==> config.mk <==
export PLATFORM = sky130hd
export DESIGN_NAME = result_scan
export DESIGN_NICKNAME = d
export VERILOG_FILES = /design/src/rtl/result_scan.sv
export SDC_FILE = /design/constraint.sdc
export NUM_CORES = 1
export LEC_CHECK = 0
export BUFFER_PORTS_ARGS = -buffer_cell sky130_fd_sc_hd__buf_2
export CAP_MARGIN = 10
export CORE_MARGIN = 4
export CORE_UTILIZATION = 54
export DETAILED_ROUTE_END_ITERATION = 8
export PLACE_DENSITY = 0.9
export SYNTH_ARGS = -nofsm -noshare
export SYNTH_HDL_FRONTEND = slang
export SYNTH_SLANG_ARGS = --single-unit
==> constraint.sdc <==
create_clock -name clk -period 2.4 [get_ports clk]
set_input_delay 0.12 -clock clk [delete_from_list [all_inputs] [get_ports clk]]
set_output_delay 0.12 -clock clk [all_outputs]
set_load 0.1 [all_outputs]
==> src/rtl/result_scan.sv <==
// result_scan
//   Post-run readback stage. After the processor's done flag rises, reads a
//   window of data memory through a synchronous read port and streams every
//   byte out as an {address, data} pair on a valid/ready handshake, keeping a
//   running 8-bit checksum of the bytes accepted during the scan.
//
// Ports
//   clk         system clock, rising edge
//   reset       asynchronous reset, active low
//   done        processor done flag (level); its rising edge starts a scan
//   start_addr  first address of the window, sampled at trigger
//   length      byte count of the window, sampled at trigger (0 = empty)
//   mem_rd      read strobe to the data-memory read port
//   mem_addr    read address
//   mem_data    read data, valid one cycle after mem_rd
//   out_valid   output pair valid
//   out_ready   consumer accepts the pair
//   out_addr    address of the current output byte
//   out_data    byte read from memory
//   checksum    sum mod 256 of the bytes accepted this scan
//   busy        scan in progress
//   scan_done   window fully transferred, held until done falls
//
// state | meaning
// ------+--------------------------------------------------------------
// IDLE  | waiting for a rising edge on done
// READ  | read strobe issued for the current address
// CAPT  | memory data returned, captured into the output registers
// HOLD  | pair presented, waiting for out_ready
// FIN   | window finished, waiting for done to fall

module result_scan #(
   parameter int          ADDR_W   = 8,
   parameter int          DATA_W   = 8,
   parameter logic [7:0]  CHK_INIT = 8'h00
) (
   input  logic              clk,
   input  logic              reset,
   input  logic              done,
   input  logic [ADDR_W-1:0] start_addr,
   input  logic [7:0]        length,
   output logic              mem_rd,
   output logic [ADDR_W-1:0] mem_addr,
   input  logic [DATA_W-1:0] mem_data,
   output logic              out_valid,
   input  logic              out_ready,
   output logic [ADDR_W-1:0] out_addr,
   output logic [DATA_W-1:0] out_data,
   output logic [7:0]        checksum,
   output logic              busy,
   output logic              scan_done
);

   typedef enum logic [2:0] {
      IDLE = 3'd0,
      READ = 3'd1,
      CAPT = 3'd2,
      HOLD = 3'd3,
      FIN  = 3'd4
   } state_t;

   state_t            state_q;
   logic              done_q;
   logic [ADDR_W-1:0] cur_q;
   logic [7:0]        rem_q;
   logic              mem_rd_q;
   logic [ADDR_W-1:0] mem_addr_q;
   logic              out_valid_q;
   logic [ADDR_W-1:0] out_addr_q;
   logic [DATA_W-1:0] out_data_q;
   logic [7:0]        checksum_q;
   logic              scan_done_q;

   logic [ADDR_W-1:0] cur_inc_d;
   logic [7:0]        checksum_d;

   assign cur_inc_d  = cur_q + ADDR_W'(1);
   assign checksum_d = checksum_q + 8'(out_data_q);

   always_ff @(posedge clk or negedge reset) begin
      if (!reset) begin
         state_q     <= IDLE;
         // Starting high means a done that is already asserted when reset
         // releases must fall and rise again before it can start a scan.
         done_q      <= 1'b1;
         cur_q       <= '0;
         rem_q       <= '0;
         mem_rd_q    <= 1'b0;
         mem_addr_q  <= '0;
         out_valid_q <= 1'b0;
         out_addr_q  <= '0;
         out_data_q  <= '0;
         checksum_q  <= CHK_INIT;
         scan_done_q <= 1'b0;
      end else begin
         done_q   <= done;
         mem_rd_q <= 1'b0;
         case (state_q)
            IDLE: begin
               if (done && !done_q) begin
                  cur_q      <= start_addr;
                  rem_q      <= length;
                  checksum_q <= CHK_INIT;
                  if (length == 8'd0) begin
                     state_q     <= FIN;
                     scan_done_q <= 1'b1;
                  end else begin
                     state_q    <= READ;
                     mem_rd_q   <= 1'b1;
                     mem_addr_q <= start_addr;
                  end
               end
            end
            READ: begin
               state_q <= CAPT;
            end
            CAPT: begin
               out_data_q  <= mem_data;
               out_addr_q  <= cur_q;
               out_valid_q <= 1'b1;
               state_q     <= HOLD;
            end
            HOLD: begin
               if (out_ready) begin
                  out_valid_q <= 1'b0;
                  checksum_q  <= checksum_d;
                  cur_q       <= cur_inc_d;
                  rem_q       <= rem_q - 8'd1;
                  if (rem_q == 8'd1) begin
                     state_q     <= FIN;
                     scan_done_q <= 1'b1;
                  end else begin
                     // Issue the next read directly from the handshake edge so
                     // a ready-high consumer sees one byte every three cycles.
                     state_q    <= READ;
                     mem_rd_q   <= 1'b1;
                     mem_addr_q <= cur_inc_d;
                  end
               end
            end
            FIN: begin
               if (!done) begin
                  state_q     <= IDLE;
                  scan_done_q <= 1'b0;
               end
            end
            default: begin
               state_q <= IDLE;
            end
         endcase
      end
   end

   assign mem_rd    = mem_rd_q;
   assign mem_addr  = mem_addr_q;
   assign out_valid = out_valid_q;
   assign out_addr  = out_addr_q;
   assign out_data  = out_data_q;
   assign checksum  = checksum_q;
   assign scan_done = scan_done_q;
   assign busy      = (state_q == READ) || (state_q == CAPT) || (state_q == HOLD);

endmodule
==> metrics.md <==
| Metric | Value |
|---|---|
| Number of buffers inserted by hold repair at cts | `2` |
| ANT cells | `0` |
| Critical Path End Type | `register` |
| Compound-Gate Fraction of Synth Area | `16.6%` |
| Synthesis-to-finish area growth | `19.1%` |
| Post-Syn Area | `2870 um^2` |
| Crit path launch type | `register` |
| Critical path class | `reg -> reg` |
| Total grt overflow | `0` |
| MaxCap Viol Count | `0` |
| Gr usage total | `21.5%` |
| Reg-to-Reg End | `checksum[6]` |
| Die span in x | `80.9 um` |
| Core region area | `5140 um^2` |
| Finish-stage setup viols | `0` |
| DR DRC count | `0` |
| Final #Nets | `384` |
| Io pins | `64` |
| XOR/XNOR Fraction of Synth Area | `2.75%` |
| Initial antenna violation count | `0` |
| Final WL | `6.63 mm` |
| Worst Path Required | `2630 ps` |
| Most common cell after layout, fill and taps aside | `buf_2` |
| GPL Wtd Cong | `0.831` |
| Reg2Reg Setup Slack | `420 ps` |
| #FFs+latches synth | `55` |
| Avg WL per Cell | `15.9 um` |
| Post-synth EDFFs | `0` |
| Final Hold Viols | `0` |
| # fillers | `422` |
| Simple-gate share of the synthesized area | `14.7%` |
| R2R cell count | `8` |
| Clk sinks | `55` |
| Vias in the first global route | `2358` |
| Worst slew margin relative to its limit | `46.7%` |
| Drt first-iter violations | `160` |
| Min Tclk post-route | `1980 ps` |
| Critical Path End | `checksum[6]` |
| Mapped Nets | `319` |
| Worst-path clk slew | `100 ps` |
| Commonest non-fill, non-tap cells in the layout | `buf_2 (63), dfrtp_1 (52), nand2_1 (38), o21ai_0 (34), a21oi_1 (20)` |
| Worst setup startpoint | `checksum[0]` |
| First-pass GRT wire length | `10.9 mm` |
| Worst reg2reg startpoint | `checksum[0]` |
| Pin count of the biggest net entering global routing | `31` |
| DPL Wire Length | `4.71 mm` |
| Max Buffers Root-to-Sink | `2` |
| Worst hold stages | `3` |
| TritonCTS clock tree | `done` |
| Leading area contributor after synthesis | `dfrtp_1` |
| IO Port Bufs | `63` |
| Worst Hold Class | `in -> reg` |
| Top FF cell, synth | `dfrtp_1` |
| Max-slew violation count | `0` |
| Mux cell area share after synthesis | `9.73%` |
| Sequential fraction of the synthesis area | `48.0%` |
| Crit path max fanout | `3` |
| Outcome | `finished clean` |
| DR vias/cell | `5.70` |
| Initial Utilization | `55.8%` |
| Die H | `80.9 um` |
| CP Data Arrival Time | `2200 ps` |
| Antenna-violating nets left | `0` |
| Largest family of logic cells by synthesized area | `compound AO/OA/AOI/OAI gates` |
| Synth top area cells | `dfrtp_1 (47%), mux2_2 (7.5%), o21ai_0 (5.9%)` |
| H-tree depth | `2` |
| DRT Pass-1 Iters | `4` |
| Total CTS buffers | `5` |
| Final period utilization | `82.3%` |
| Share of layout cells above drive strength 1 | `32.4%` |
| Adder-Cell Fraction of Synth Area | `5.06%` |
| Post-synth top area share | `47.1%` |
| Pin slew with the least headroom to its limit | `800 ps` |
| Final setup TNS | `0 ps` |
| DR vias | `2372` |
| Syn Inst Count | `280` |
| Synthesized area per cell | `10.2 um^2` |
| CTS root buf | `clkbuf_8` |
| Distinct cell type count after synthesis | `51` |
| RSZ-0062 raised after global routing | `false` |
| Synth warn | `0` |
| Postcts setup bufs | `0` |
| Layout Skew | `6.92 ps` |
| Die Footprint | `6540 um^2` |
| Post-CTS sizing | `0` |
| Worst skew pair latency | `320 ps` |
| Row count | `26` |
| Max Clock Freq | `506 MHz` |
| Async set-or-reset flop fraction in the synthesized netlist | `100%` |
-- metrics by stage --
step / worst slack (ps) / hold WS, ps / instances / utilization (%) / cell area [um^2]
2_1_floorplan: 9.49 / -176 / 280 / - / 2870
3_3_place_gp: 545 / 143 / 406 / 63.5 / 3260
3_5_place_dp: 491 / 161 / 406 / 63.5 / 3260
4_1_cts: 415 / 31.4 / 416 / 66.5 / 3420
5_1_grt: 224 / 26.2 / 416 / 66.5 / 3420
6_report: 424 / 29.5 / 416 / 66.5 / 3420
-- worst max-delay path, stage by stage, from the launching register on --
cell     delay [ps]
dfrtp_2         430
ha_1            210
inv_1            80
fa_1            190
nor2b_1          60
o21ai_0         300
a21oi_1         150
o31a_1          300
o31ai_1         180
-- cells in the mapped netlist, types with 2 or more instances --
library cell,instances
a21o_1,3
a21oi_1,20
a31oi_1,2
and3_1,2
buf_2,8
clkbuf_1,4
dfrtp_1,54
ha_1,10
inv_1,8
mux2_2,19
mux2_4,3
mux2i_1,2
nand2_1,38
nand2b_1,2
nand3_1,4
nor2_1,15
nor2b_1,4
nor3_1,4
nor3b_1,2
nor4_2,2
o211ai_1,2
o21ai_0,34
o31a_1,3
xnor2_1,7
xor2_1,2
-- registers in the layout, indices dropped and copies added (netlist names) --
name       cells
done_q         1
state_q        3
out_addr       8
out_valid      1
checksum       8
rem_q          8
out_data       8
scan_done      1
cur_q          8
mem_addr       8
mem_rd         1
-- cells by family after synthesis --
| family | count (synthesis) |
|---|---|
| and+or+nand+nor | 83 |
| AOI/OAI and AO/OA | 77 |
| DFF | 55 |
| muxes | 24 |
| buffers and inverters | 21 |
| adders and majority gates | 11 |
| xor gates and xnor gates | 9 |
-- cell type report --
| cell class | instances | area [um^2] | share of cell area [%] |
|---|---|---|---|
| Tap cell | 70 | 87.6 | 2.56 |
| Clock buffer | 5 | 68.8 | 2.01 |
| Clock inverter | 3 | 67.6 | 1.98 |
| Inverter | 9 | 36.3 | 1.06 |
| Multi-Input combinational cell | 204 | 1410 | 41.1 |
| Timing Repair Buffer | 70 | 373 | 10.9 |
| Sequential cell | 55 | 1380 | 40.4 |
-- routing by layer --
layer	GRT usage, %	wire [um]	up-vias
met3	4.21	484	14
met4	9.97	134	0
li1	-	-	1126
met5	0	0	-
met1	26.2	2670	1141
met2	36.6	3340	91
-- worst min path at each step --
stage	from	end	slack, ps
5_1_grt	mem_data[7]	out_data[7]	30
4_1_cts	mem_data[7]	out_data[7]	30
6_report	mem_data[1]	out_data[1]	30
3_5_place_dp	reset	out_data[4]	160
3_3_place_gp	reset	out_data[5]	140
2_1_floorplan	reset	checksum[0]	-180
Power is left out: the tool's default activity adds up to more than one toggle a clock period on the data nets, which glitch-free logic cannot reach.
